`src/rtl/tcpc_bus_master_pkg.sv`:
```
// Shared definitions for the TCPC register-bus initiator: FSM states,
// counter width, TCPC register addresses and the burst address-step helper.
package tcpc_bus_master_pkg;

    localparam int CNT_W = 4;

    typedef enum logic [1:0] {
        ST_IDLE = 2'd0,
        ST_REQ  = 2'd1,
        ST_RSP  = 2'd2,
        ST_GAP  = 2'd3
    } state_e;

    localparam logic [7:0] REG_ALERT                = 8'h10;
    localparam logic [7:0] REG_ALERT_MASK           = 8'h12;
    localparam logic [7:0] REG_RX_BUF_HEADER_BYTE_0 = 8'h32;
    localparam logic [7:0] REG_TRANSMIT             = 8'h50;

    function automatic logic [7:0] next_addr(input logic [7:0] addr, input logic inc);
        return addr + (inc ? 8'd2 : 8'd1);
    endfunction

endpackage

```
`src/rtl/tcpc_timeout_ctr.sv`:
```
// Clear/enable counter with a terminal-count flag; saturates at TC.
// Used for the ACK wait timer and for counting retry attempts.
module tcpc_timeout_ctr
    import tcpc_bus_master_pkg::*;
#(
    parameter logic [CNT_W-1:0] TC = '1
) (
    input  logic clk,
    input  logic reset_L,
    input  logic clr_i,
    input  logic en_i,
    output logic tc_o
);

    logic [CNT_W-1:0] cnt_q;
    logic [CNT_W-1:0] cnt_d;

    // NOTE: every always_comb output gets a default first so no path can infer a latch.
    always_comb begin
        cnt_d = cnt_q;
        if (clr_i) begin
            cnt_d = '0;
        end else if (en_i && (cnt_q != TC)) begin
            cnt_d = cnt_q + 1'b1;
        end
    end

    // NOTE: state registers use non-blocking assignments so all flops update together at the edge.
    always_ff @(posedge clk or negedge reset_L) begin
        if (!reset_L) begin
            cnt_q <= '0;
        end else begin
            cnt_q <= cnt_d;
        end
    end

    assign tc_o = (cnt_q == TC);

endmodule

```
`src/rtl/tcpc_bus_master.sv`:
```
// TCPM-side initiator for the TCPC register bus: command in, one bus beat per
// register, one response per beat. Optional retry on ACK timeout: TCPM_RETRY_EN.
module tcpc_bus_master
    import tcpc_bus_master_pkg::*;
#(
    parameter int TIMEOUT_CYC = 15,
    parameter int RETRIES     = 2
) (
    input  logic        clk,
    input  logic        reset_L,
    input  logic        cmd_valid,
    output logic        cmd_ready,
    input  logic        cmd_rnw,
    input  logic [7:0]  cmd_addr,
    input  logic [15:0] cmd_wdata,
    input  logic [3:0]  cmd_len,
    input  logic        cmd_inc,
    output logic        rsp_valid,
    input  logic        rsp_ready,
    output logic [15:0] rsp_data,
    output logic        rsp_err,
    output logic        rsp_last,
    output logic        req,
    output logic [7:0]  ADDR,
    output logic        RNW,
    output logic [15:0] WR_DATA,
    input  logic [15:0] RD_DATA,
    input  logic        ACK
);

`ifdef TCPM_RETRY_EN
    localparam bit RETRY_ON = 1'b1;
`else
    localparam bit RETRY_ON = 1'b0;
`endif

    state_e      state_q, state_d;
    logic        cmd_ready_q, cmd_ready_d;
    logic        rsp_valid_q, rsp_valid_d;
    logic [15:0] rsp_data_q, rsp_data_d;
    logic        rsp_err_q, rsp_err_d;
    logic        rsp_last_q, rsp_last_d;
    logic        req_q, req_d;
    logic [7:0]  addr_q, addr_d;
    logic        rnw_q, rnw_d;
    logic [15:0] wdata_q, wdata_d;
    logic [3:0]  beats_q, beats_d;
    logic        inc_q, inc_d;

    logic ack_hit;
    logic wait_tc;
    logic retry_tc;
    logic retry_final;
    logic timeout;

    // ACK may idle high from the slave; it only counts while we are requesting.
    assign ack_hit     = ACK && req_q;
    assign timeout     = (state_q == ST_REQ) && !ack_hit && wait_tc;
    assign retry_final = retry_tc || !RETRY_ON;

    tcpc_timeout_ctr #(
        .TC(CNT_W'(TIMEOUT_CYC - 1))
    ) u_wait_ctr (
        .clk    (clk),
        .reset_L(reset_L),
        .clr_i  (state_q != ST_REQ),
        .en_i   ((state_q == ST_REQ) && !ack_hit),
        .tc_o   (wait_tc)
    );

    // Cleared between beats, so each beat gets its own set of retries.
    tcpc_timeout_ctr #(
        .TC(CNT_W'(RETRIES))
    ) u_retry_ctr (
        .clk    (clk),
        .reset_L(reset_L),
        .clr_i  ((state_q == ST_IDLE) || (state_q == ST_RSP)),
        .en_i   (timeout && !retry_final),
        .tc_o   (retry_tc)
    );

    always_comb begin
        state_d    = state_q;
        addr_d     = addr_q;
        rnw_d      = rnw_q;
        wdata_d    = wdata_q;
        beats_d    = beats_q;
        inc_d      = inc_q;
        rsp_data_d = rsp_data_q;
        rsp_err_d  = rsp_err_q;
        rsp_last_d = rsp_last_q;

        case (state_q)
            ST_IDLE: begin
                if (cmd_valid && cmd_ready_q) begin
                    addr_d  = cmd_addr;
                    rnw_d   = cmd_rnw;
                    wdata_d = cmd_wdata;
                    inc_d   = cmd_inc;
                    beats_d = (!cmd_rnw || (cmd_len == 4'd0)) ? 4'd1 : cmd_len;
                    state_d = ST_REQ;
                end
            end
            ST_REQ: begin
                if (ack_hit) begin
                    rsp_data_d = rnw_q ? RD_DATA : 16'h0000;
                    rsp_err_d  = 1'b0;
                    rsp_last_d = (beats_q == 4'd1);
                    state_d    = ST_RSP;
                end else if (timeout) begin
                    if (retry_final) begin
                        rsp_data_d = 16'h0000;
                        rsp_err_d  = 1'b1;
                        rsp_last_d = 1'b1;
                        state_d    = ST_RSP;
                    end else begin
                        state_d = ST_GAP;
                    end
                end
            end
            ST_GAP: begin
                state_d = ST_REQ;
            end
            ST_RSP: begin
                if (rsp_ready) begin
                    rsp_data_d = 16'h0000;
                    rsp_err_d  = 1'b0;
                    rsp_last_d = 1'b0;
                    if (!rsp_err_q && (beats_q > 4'd1)) begin
                        beats_d = beats_q - 4'd1;
                        addr_d  = next_addr(addr_q, inc_q);
                        state_d = ST_REQ;
                    end else begin
                        state_d = ST_IDLE;
                    end
                end
            end
            default: begin
                state_d = ST_IDLE;
            end
        endcase

        // Handshake outputs are registered copies of the next state.
        req_d       = (state_d == ST_REQ);
        rsp_valid_d = (state_d == ST_RSP);
        cmd_ready_d = (state_d == ST_IDLE);
    end

    always_ff @(posedge clk or negedge reset_L) begin
        if (!reset_L) begin
            state_q     <= ST_IDLE;
            cmd_ready_q <= 1'b0;
            rsp_valid_q <= 1'b0;
            rsp_data_q  <= 16'h0000;
            rsp_err_q   <= 1'b0;
            rsp_last_q  <= 1'b0;
            req_q       <= 1'b0;
            addr_q      <= 8'h00;
            rnw_q       <= 1'b1;
            wdata_q     <= 16'h0000;
            beats_q     <= 4'd0;
            inc_q       <= 1'b0;
        end else begin
            state_q     <= state_d;
            cmd_ready_q <= cmd_ready_d;
            rsp_valid_q <= rsp_valid_d;
            rsp_data_q  <= rsp_data_d;
            rsp_err_q   <= rsp_err_d;
            rsp_last_q  <= rsp_last_d;
            req_q       <= req_d;
            addr_q      <= addr_d;
            rnw_q       <= rnw_d;
            wdata_q     <= wdata_d;
            beats_q     <= beats_d;
            inc_q       <= inc_d;
        end
    end

    assign cmd_ready = cmd_ready_q;
    assign rsp_valid = rsp_valid_q;
    assign rsp_data  = rsp_data_q;
    assign rsp_err   = rsp_err_q;
    assign rsp_last  = rsp_last_q;
    assign req       = req_q;
    assign ADDR      = addr_q;
    assign RNW       = rnw_q;
    assign WR_DATA   = wdata_q;

endmodule

```
`config.mk`:
```
export PLATFORM = sky130hd
export DESIGN_NAME = tcpc_bus_master
export DESIGN_NICKNAME = d
export VERILOG_FILES = /design/src/rtl/tcpc_bus_master_pkg.sv /design/src/rtl/tcpc_timeout_ctr.sv /design/src/rtl/tcpc_bus_master.sv
export SDC_FILE = /design/constraint.sdc
export NUM_CORES = 1
export LEC_CHECK = 0
export ABC_AREA = 0
export CAP_MARGIN = 20
export CORE_UTILIZATION = 45
export DETAILED_ROUTE_END_ITERATION = 10
export PLACE_DENSITY_LB_ADDON = 0.25
export SYNTH_ARGS = -nofsm -noshare
export SYNTH_HDL_FRONTEND = slang
export SYNTH_SLANG_ARGS = --single-unit
export TNS_END_PERCENT = 1
```
`constraint.sdc`:
```
create_clock -name clk -period 4.3 [get_ports clk]
set_input_delay 1.075 -clock clk [delete_from_list [all_inputs] [get_ports clk]]
set_output_delay 1.075 -clock clk [all_outputs]
set_load 0.005 [all_outputs]
```
==> metrics.log, run 1 <==
[metrics] result of the run: complete, no violations
[metrics] reg2reg setup slack: 2270 ps
[metrics] worst r2r path cells: 4
[metrics] number of placement rows: 28
[metrics] post-route ant nets: 0
[metrics] Place WS: 1240 ps
[metrics] total number of vias: 2,361
[metrics] per-cell via count in the routed design: 5.12
[metrics] WP data required: 4510 ps
[metrics] DRT iter0 DRCs: 85
[metrics] synthesis-stage register bit count: 57
[metrics] GR Util met2: 0.340
[metrics] WP buf/inv: 2
[metrics] Core Region: 0.00592 mm^2
[metrics] leading register cell type out of synthesis: sky130_fd_sc_hd__dfrtp_1
[metrics] nature of the critical path endpoint: register
[metrics] total CTS buffers: 9
[metrics] crit-path max cell delay: 630 ps
[metrics] final standard cell utilization of the core: 0.664
[metrics] net count after synthesis: 346
[metrics] number of maximum-capacitance violations: 0
[metrics] kind of launch point of the worst setup path: input pin
[metrics] number of different library cells in the post-synthesis netlist: 45
[metrics] clock sink total: 57
[metrics] number of buffer cells added on primary ports: 96
[metrics] later-pin clock latency in the skew report: 330 ps
[metrics] overall die height: 80.4 um
[metrics] Setup Crit Path Kind: in -> reg
[metrics] slew of the pin with the lowest slew margin: 785 ps
[metrics] Hold Path Origin: RNW
[metrics] DRC violations left: 0
[metrics] overall die area: 0.00646 mm^2
[metrics] arrival time at the worst endpoint: 2900 ps
[metrics] most heavily used metal layer in global routing: met2
[metrics] number of cells upsized or downsized after cts: 0
[metrics] pin count of the biggest net entering global routing: 36
[metrics] adder-cell share of the synthesized area: 0.0344
[metrics] mux contribution to synthesized area: 0.0145
[metrics] final weighted congestion in routability-driven placement: 0.792
[metrics] fill cell instance count of the final layout: 493
[metrics] Area Overhead vs Synth: 42.3%
[metrics] most common cell after layout, fill and taps aside: sky130_fd_sc_hd__clkdlybuf4s50_1
[metrics] XOR/XNOR share of the synthesized area: 0.00951
[metrics] clock root cell: sky130_fd_sc_hd__clkbuf_8
[metrics] met3 demand-to-capacity share in global routing: 0.0523
[metrics] largest family of logic cells by synthesized area: simple AND/OR/NAND/NOR gates
[metrics] total I/O pin count: 97
[metrics] number of warnings issued by yosys: 0
[metrics] clock slew at the register clock pins of the worst setup and hold paths: 60 ps
[metrics] post-route setup TNS: 0 ps
[metrics] Top Family by Delay on Critical Path: buffers and inverters
[metrics] global-route wire length before repair: 10,200 um
[metrics] Post-layout nets: 439
[metrics] met1 layer usage reported by global route: 0.273
[metrics] final wirelength: 6280 um
[metrics] ys async rst share: 1.00
[metrics] simple-gate area share of the yosys netlist: 0.189
[metrics] Longest Clk Path Bufs: 2
[metrics] Cell Chain, Critical Path: clkdlybuf4s50_1, nand4bb_1, buf_4, a22oi_1, o22ai_1
[metrics] aggregate global-route resource usage: 0.209
[metrics] net switching power: 0.872 mW
[metrics] fraction of the mapped netlist area in compound gates: 0.165
[metrics] beginning of the critical path: cmd_valid
[metrics] Post-CTS Hold Fix Bufs: 0
[metrics] number of cells traversed by the worst hold path: 2
[metrics] highest clock rate: 371 MHz
[metrics] terminus of the critical flop-to-flop path: ADDR[2]
[metrics] Leakage: 1.73 nW
[metrics] worst hold endpoint: RNW
[metrics] Detailed Routing Iterations Pass 1: 4
[metrics] number of global-route vias before repair: 2,142
[metrics] aggregate global routing overflow: 0
[metrics] # diodes: 0
[metrics] CP max FO: 18
[metrics] final period demand of the worst path: 2700 ps
[metrics] total power density per cell area: 649 mW/mm^2
[metrics] estimated wirelength of the detail-placed design: 4490 um
[metrics] mean post-synth cell area: 9.59 um^2
[metrics] library cell contributing the largest single delay on the critical path: sky130_fd_sc_hd__nand4bb_1
[metrics] largest vdd supply drop: 330 uV
[metrics] Horiz. Die Dim: 80.4 um
[metrics] initial core utilization: 0.467
[metrics] area of all sequential standard cells: 0.00143 mm^2
[metrics] TritonCTS clock tree: built
[metrics] area occupied by multi-input gates: 0.00114 mm^2
[metrics] Clock H-tree levels: 3
[metrics] Final Skew: 8.19 ps
[metrics] number of failing setup endpoints in the final timing report: 0
[metrics] setup repair after global routing missed its margin: no
[metrics] sequential share of power: 0.373
[metrics] mean routed wirelength per cell: 13.6 um
[metrics] Synth Cell Area: 0.00276 mm^2
[metrics] cells after synthesis: 288
[metrics] final hold viol count: 0
[metrics] Slew Viols, Final: 0
[metrics] Sw Ratio: 0.342
[metrics] Post-CTS Setup Repair Bufs: 0
[metrics] antenna violations before repair: 0
[metrics] commonest non-fill, non-tap cells in the layout: 95 x sky130_fd_sc_hd__clkdlybuf4s50_1, 59 x sky130_fd_sc_hd__nand2_1, 56 x sky130_fd_sc_hd__dfrtp_1, 26 x sky130_fd_sc_hd__inv_1, 23 x sky130_fd_sc_hd__o21ai_0
[metrics] Clock power frac: 0.196
[metrics] RR Startpoint: state_q[0]
[metrics] Tcrit/Tclk final: 0.627
[metrics] PnR worst setup slack: 1600 ps
[metrics] relative contribution of combinational cells to total power: 0.430
[metrics] post-synthesis sequential area ratio: 0.517
[metrics] Slew HR: 0.474
[metrics] design internal power: 1.68 mW
[metrics] number of flops mapped to enable cells by yosys: 0
[metrics] proportion of layout cells with a drive suffix above 1: 0.0699
[metrics] Hold Crit Class: reg -> reg
[Yosys cell counts, drive strengths merged, types with 2 or more instances]
| cell | count | area, um^2 |
|---|---|---|
| nand2b | 2 | 12.5 |
| a21oi | 13 | 65.1 |
| o22a | 3 | 26.3 |
| xor2 | 2 | 17.5 |
| mux2i | 4 | 40.0 |
| nor2b | 2 | 20.0 |
| a2bb2oi | 6 | 52.6 |
| a211oi | 2 | 20.0 |
| ha | 6 | 75.1 |
| clkbuf | 4 | 15.0 |
| buf | 12 | 81.3 |
| nor3 | 4 | 20.0 |
| inv | 26 | 97.6 |
| nand2 | 60 | 228 |
| nor2 | 14 | 52.6 |
| nand4 | 3 | 18.8 |
| o22ai | 3 | 18.8 |
| nand3 | 18 | 90.1 |
| dfrtp | 56 | 1400 |
| o21ai | 23 | 115 |
| a31oi | 6 | 37.5 |
[worst reg2reg max path: stages (launching register included)]
cell                        delay, ps
sky130_fd_sc_hd__dfrtp_1          460
sky130_fd_sc_hd__nand4bb_1        740
sky130_fd_sc_hd__buf_4            450
sky130_fd_sc_hd__a22oi_1          170
sky130_fd_sc_hd__o22ai_1          100
[registers in the layout, indices dropped and copies added (netlist names), 2 cells and up]
register and cells:
beats_q 4, state_q 2, WR_DATA 16, rsp_data 16, ADDR 8, u_wait_ctr.cnt_q 4
[stage by stage]
stage	cells	cell area, um^2	hold WS, ps	power, mW
global placement	445	3730	455	2.03
detailed placement	445	3730	463	2.07
floorplan	288	2760	456	1.51
CTS	461	3930	472	2.58
global route	461	3930	490	2.75
finish	461	3930	466	2.55
[how the worst max path moves through the flow]
stage / to / depth (start not counted) / slack [ps]
2_1_floorplan: rsp_data[0] / 5 / 2370
3_3_place_gp: ADDR[2] / 5 / 1280
3_5_place_dp: ADDR[4] / 5 / 1240
4_1_cts: ADDR[6] / 5 / 1580
5_1_grt: ADDR[4] / 5 / 1450
6_report: ADDR[2] / 5 / 1600
[area by class of cell]
| cell class | count | share of cell area |
|---|---|---|
| inverters | 26 | 0.0248 |
| repair buffers | 98 | 0.247 |
| well taps | 75 | 0.0239 |
| multi-input cells | 189 | 0.290 |
| clock buffers | 13 | 0.0404 |
| flip-flops and latches | 57 | 0.363 |
| clock inverters | 3 | 0.0102 |
[power by group through the flow]
stage	combinational, mW	clock, mW	sequential [mW]
2_1_floorplan	0.567	0	0.948
3_3_place_gp	1.08	0	0.949
3_5_place_dp	1.11	0	0.958
4_1_cts	1.11	0.511	0.951
5_1_grt	1.23	0.540	0.986
6_report	1.10	0.500	0.953
[logic make-up (layout without fill, tap and decap cells)]
kind of cell	Yosys count	after routing
AOI/OAI and AO/OA	64	64
muxes	4	4
adders and majority gates	7	7
DFF	57	57
buffers and inverters	42	140
and+or+nand+nor	111	111
xor gates and xnor gates	3	3
[layer usage]
layer	part of all wire	wire, um
met4	0.012	78
met2	0.48	2990
met5	0	0
met3	0.074	462
met1	0.44	2740
No activity file was read; power rests on OpenSTA's default activity.
==> run 2, diff against run 1 <==
==> constraint.sdc (replaced) <==
create_clock -name clk -period 2.69 [get_ports clk]
set_input_delay 0.6725 -clock clk [delete_from_list [all_inputs] [get_ports clk]]
set_output_delay 0.6725 -clock clk [all_outputs]
set_load 0.005 [all_outputs]
==> run 2 against run 1 <==
Against the previous run: total power rose by 54%; flip-flop and latch count did not move; critical path depth did not move; sequential power rose by 58%; largest power group unchanged; combinational power rose by 60%; largest cell class unchanged; via count rose by 1.2%; clock skew fell by 2.0 ps.
==> metrics.log, run 2 (synthesis gave the netlist of run 1 again) <==
[metrics] DRC violations left: 0
[metrics] # diodes: 0
[metrics] final design area excluding fillers: 0.00391 mm^2
[metrics] TritonCTS clock tree: built
[metrics] number of failing setup endpoints in the final timing report: 0
[metrics] total CTS buffers: 9
[metrics] slew of the pin with the lowest slew margin: 676 ps
[metrics] number of placement rows: 28
[metrics] most common cell after layout, fill and taps aside: sky130_fd_sc_hd__clkdlybuf4s50_1
[metrics] Final Skew: 6.15 ps
[metrics] Leakage: 1.72 nW
[metrics] Slew Viols, Final: 0
[metrics] Core Region: 0.00592 mm^2
[metrics] kind of launch point of the worst setup path: input pin
[metrics] Longest Clk Path Bufs: 2
[metrics] design internal power: 2.54 mW
[metrics] overall die height: 80.4 um
[metrics] result of the run: complete, no violations
[metrics] Post-CTS Setup Repair Bufs: 0
[metrics] WP buf/inv: 1
[metrics] Post-CTS Hold Fix Bufs: 0
[metrics] Tcrit/Tclk final: 0.769
[metrics] setup repair after global routing missed its margin: no
[metrics] final wirelength: 6280 um
[metrics] relative contribution of combinational cells to total power: 0.448
[metrics] area post-placement: 0.00375 mm^2
[metrics] largest vdd supply drop: 505 uV
[metrics] final hold viol count: 0
[metrics] sequential share of power: 0.385
[metrics] number of cells upsized or downsized after cts: 0
[metrics] aggregate global routing overflow: 0
[metrics] clock sink total: 57
[metrics] aggregate global-route resource usage: 0.209
[metrics] final worst hold slack: 371 ps
[metrics] estimated wirelength of the detail-placed design: 4480 um
[metrics] Top Family by Delay on Critical Path: compound AO/OA/AOI/OAI gates
[metrics] total I/O pin count: 97
[metrics] clock root cell: sky130_fd_sc_hd__clkbuf_8
[metrics] highest clock rate: 484 MHz
[metrics] number of global-route vias before repair: 2,259
[metrics] final period demand of the worst path: 2070 ps
[metrics] proportion of layout cells with a drive suffix above 1: 0.0698
[metrics] nature of the critical path endpoint: register
[metrics] total number of vias: 2,390
[metrics] per-cell via count in the routed design: 5.17
[metrics] arrival time at the worst endpoint: 2290 ps
[metrics] pin count of the biggest net entering global routing: 36
[metrics] library cell contributing the largest single delay on the critical path: sky130_fd_sc_hd__o2bb2ai_4
[metrics] final weighted congestion in routability-driven placement: 0.763
[metrics] initial core utilization: 0.467
[metrics] WP data required: 2910 ps
[metrics] later-pin clock latency in the skew report: 330 ps
[metrics] global-route wire length before repair: 10,100 um
[metrics] crit-path max cell delay: 590 ps
[metrics] antenna violations before repair: 0
[metrics] total power density per cell area: 1010 mW/mm^2
[metrics] commonest non-fill, non-tap cells in the layout: 95 x sky130_fd_sc_hd__clkdlybuf4s50_1, 59 x sky130_fd_sc_hd__nand2_1, 56 x sky130_fd_sc_hd__dfrtp_1, 26 x sky130_fd_sc_hd__inv_1, 23 x sky130_fd_sc_hd__o21ai_0
[metrics] Setup Crit Path Kind: in -> reg
[metrics] Post-layout nets: 440
[metrics] number of maximum-capacitance violations: 0
[metrics] Sw Ratio: 0.353
[metrics] mean routed wirelength per cell: 13.6 um
[metrics] Horiz. Die Dim: 80.4 um
[metrics] number of buffer cells added on primary ports: 96
[metrics] Detailed Routing Iterations Pass 1: 4
[metrics] overall die area: 0.00646 mm^2
[metrics] post-route setup TNS: 0 ps
[metrics] CP max FO: 35
[metrics] clock slew at the register clock pins of the worst setup and hold paths: 60 ps
[metrics] Clock power frac: 0.167
[metrics] Pwr Total: 3.93 mW
[metrics] DRT iter0 DRCs: 120
[metrics] Clock H-tree levels: 3
[metrics] Area Overhead vs Synth: 41.4%
[metrics] net switching power: 1.39 mW
[metrics] Slew HR: 0.550
[metrics] post-route ant nets: 0
[metrics] Cell Chain, Critical Path: clkdlybuf4s50_1, a32oi_4, o2bb2ai_4, o21ai_0, o21a_1
[metrics] Hold Crit Class: in -> async
==> run 2: cell types whose count changed in the layout (fill, tap and decap cells not counted) <==
cell | previous run | this run
sky130_fd_sc_hd__buf_12 | 0 | 1
sky130_fd_sc_hd__bufinv_16 | 1 | 0
sky130_fd_sc_hd__clkbuf_1 | 2 | 3
sky130_fd_sc_hd__clkbuf_8 | 11 | 9
sky130_fd_sc_hd__clkinv_2 | 2 | 4
==> run 2: power groups by stage <==
stage                     logic (mW)  clock network (mW)  registers, mW
after floorplan                0.906                   0           1.51
after global placement          1.73                   0           1.51
after detailed placement        1.77                   0           1.52
after CTS                       1.79               0.672           1.52
after global routing            1.96               0.717           1.57
final                           1.76               0.655           1.51
==> run 2: final timing paths <==
kind,start,end,slack (ps),cells past startpoint
max,ACK,rsp_last,620,5
min,reset_L,rsp_data[5],370,1
max reg2reg,inc_q,ADDR[6],700,8
min reg2reg,RNW,RNW,470,2
max in group asynchronous,reset_L,RNW,1660,2
min in group clk,RNW,RNW,470,2
==> run 2: layout make-up <==
class	count	area (um^2)
fill	495	2010
clock buffer	12	135
tap	75	93.8
timing repair buffer	99	991
inverter	26	97.6
sequential	57	1430
clock inverter	4	20.0
multi-input combinational	189	1140
==> run 2: per-stage QoR <==
stage,instances,utilization,setup slack [ps]
after floorplan,288,-,907
after global placement,446,0.634,332
after detailed placement,446,0.634,259
after CTS,462,0.660,615
after global routing,462,0.660,551
final,462,0.660,622
==> run 2: metal layers <==
| metal | track usage | wire length [um] |
|---|---|---|
| met5 | 0 | 0 |
| met1 | 0.265 | 2920 |
| met2 | 0.332 | 2820 |
| met3 | 0.0568 | 452 |
| met4 | 0.0893 | 96 |
==> run 3, diff against run 2 <==
==> constraint.sdc (replaced) <==
create_clock -name clk -period 2 [get_ports clk]
set_input_delay 0.5 -clock clk [delete_from_list [all_inputs] [get_ports clk]]
set_output_delay 0.5 -clock clk [all_outputs]
set_load 0.005 [all_outputs]
==> run 3 against run 2 <==
Against the previous run: count of clock-buffer cells in the layout is 2 lower; register-to-register slack worse by 590 ps; setup slack worse by 510 ps; sequential share of layout area is 1.4 points lower; global-route usage is 0.64 points higher; clock skew is 3.3 ps higher; clock power is 60% higher; core utilization is 2.6 points higher; critical endpoint is now ADDR[6]; largest power group unchanged; highest routed layer unchanged.
==> metrics.log, run 3 (synthesis gave the netlist of run 1 again) <==
[metrics] # diodes: 0
[metrics] total power density per cell area: 1390 mW/mm^2
[metrics] DRC violations left: 0
[metrics] per-cell via count in the routed design: 5.08
[metrics] TritonCTS clock tree: built
[metrics] clock sink total: 57
[metrics] clock root cell: sky130_fd_sc_hd__clkbuf_8
[metrics] Hold Crit Class: in -> async
[metrics] aggregate global routing overflow: 0
[metrics] final wirelength: 6470 um
[metrics] Final Skew: 9.49 ps
[metrics] number of placement rows: 28
[metrics] number of maximum-capacitance violations: 0
[metrics] proportion of layout cells with a drive suffix above 1: 0.104
[metrics] post-route ant nets: 0
[metrics] area post-placement: 0.00383 mm^2
[metrics] Post-layout nets: 447
[metrics] Detailed Routing Iterations Pass 1: 4
[metrics] DRT iter0 DRCs: 75
[metrics] CP max FO: 4
[metrics] most common cell after layout, fill and taps aside: sky130_fd_sc_hd__clkdlybuf4s50_1
[metrics] slew of the pin with the lowest slew margin: 656 ps
[metrics] arrival time at the worst endpoint: 2100 ps
[metrics] number of cells after detailed placement: 452
[metrics] Place WS: 15.9 ps
[metrics] highest clock rate: 529 MHz
[metrics] WP data required: 2210 ps
[metrics] mean routed wirelength per cell: 13.8 um
[metrics] overall die height: 80.4 um
[metrics] Horiz. Die Dim: 80.4 um
[metrics] Slew Viols, Final: 0
[metrics] kind of launch point of the worst setup path: register
[metrics] RR Startpoint: inc_q
[metrics] final period demand of the worst path: 1890 ps
[metrics] aggregate global-route resource usage: 0.215
[metrics] overall die area: 0.00646 mm^2
[metrics] antenna violations before repair: 0
[metrics] final hold viol count: 0
[metrics] Area Overhead vs Synth: 47.0%
[metrics] total CTS buffers: 9
[metrics] total number of vias: 2,377
[metrics] estimated wirelength of the detail-placed design: 4560 um
[metrics] clock slew at the register clock pins of the worst setup and hold paths: 70 ps
[metrics] initial core utilization: 0.467
[metrics] number of global-route vias before repair: 2,306
[metrics] PnR worst setup slack: 109 ps
[metrics] final design area excluding fillers: 0.00406 mm^2
[metrics] number of buffer cells added on primary ports: 96
[metrics] Leakage: 1.78 nW
[metrics] Setup Crit Path Kind: reg -> reg
[metrics] final standard cell utilization of the core: 0.686
[metrics] number of failing setup endpoints in the final timing report: 0
[metrics] pin count of the biggest net entering global routing: 33
[metrics] terminus of the critical flop-to-flop path: ADDR[6]
[metrics] reg2reg setup slack: 110 ps
[metrics] post-route setup TNS: 0 ps
[metrics] result of the run: complete, no violations
[metrics] final worst hold slack: 131 ps
[metrics] Tcrit/Tclk final: 0.946
[metrics] Clock H-tree levels: 3
[metrics] Core Region: 0.00592 mm^2
[metrics] global-route wire length before repair: 10,600 um
[metrics] worst r2r path cells: 9
[metrics] later-pin clock latency in the skew report: 330 ps
[metrics] Longest Clk Path Bufs: 2
[metrics] final weighted congestion in routability-driven placement: 0.775
[metrics] number of standard cells in the layout, taps in and fillers out: 468
[metrics] Pwr Total: 5.64 mW
[metrics] nature of the critical path endpoint: register
[metrics] commonest non-fill, non-tap cells in the layout: 95 x sky130_fd_sc_hd__clkdlybuf4s50_1, 59 x sky130_fd_sc_hd__nand2_1, 56 x sky130_fd_sc_hd__dfrtp_1, 25 x sky130_fd_sc_hd__inv_1, 22 x sky130_fd_sc_hd__o21ai_0
[metrics] total I/O pin count: 97
[metrics] largest vdd supply drop: 887 uV
[metrics] Slew HR: 0.563
[metrics] setup repair after global routing missed its margin: no
==> run 3: cell count changes in the layout (fill, tap and decap cells not counted), sizes merged <==
cell / change
buf: +7
clkbuf: -2
bufinv: +1
clkinv: -1
clkinvlp: +1
==> run 3: critical path: stages (launching register included) <==
cell                        delay (ps)
sky130_fd_sc_hd__dfrtp_1           390
sky130_fd_sc_hd__inv_2             110
sky130_fd_sc_hd__ha_4              160
sky130_fd_sc_hd__inv_1              60
sky130_fd_sc_hd__fa_2              370
sky130_fd_sc_hd__and4b_1           290
sky130_fd_sc_hd__buf_4             120
sky130_fd_sc_hd__nand4_1           120
sky130_fd_sc_hd__o21ai_2            90
sky130_fd_sc_hd__a2bb2oi_2          60
==> run 3: worst max path at each step <==
stage               to  slack (ps)  start
6_report       ADDR[6]         110  inc_q
5_1_grt        ADDR[6]          20  inc_q
3_3_place_gp   ADDR[6]         130  inc_q
2_1_floorplan  ADDR[6]         220  inc_q
3_5_place_dp   ADDR[6]          20  inc_q
4_1_cts        ADDR[6]         0.4  inc_q
==> run 3: repair_timing <==
item / in CTS / in global routing
resized for setup: 1 / 6
buffers inserted: 0 / 1
endpoints found under the setup margin: 1 / 1
hold buffers: 0 / 0
==> run 3: final cells by class <==
type	instances	area, um^2
Clock buffer	10	138
Clock inverter	5	56.3
Fill cell	506	1860
Inverter	26	97.6
Multi-Input combinational cell	189	1170
Sequential cell	57	1430
Tap cell	75	93.8
Timing Repair Buffer	106	1080
==> run 3: layer usage <==
layer | up-vias | track usage | wire [um]
li1 | 1172 | - | -
met1 | 1112 | 0.266 | 2840
met2 | 83 | 0.353 | 3070
met3 | 10 | 0.0693 | 470
met4 | 0 | 0.0714 | 90
met5 | - | 0 | 0
==> run 3: power breakdown <==
part	leakage (nW)	switching, mW	total [mW]	internal, mW
combinational	0.966	1.10	2.53	1.43
sequential	0.720	0.396	2.06	1.66
clock	0.0981	0.453	1.05	0.599
total	1.78	1.95	5.64	3.69
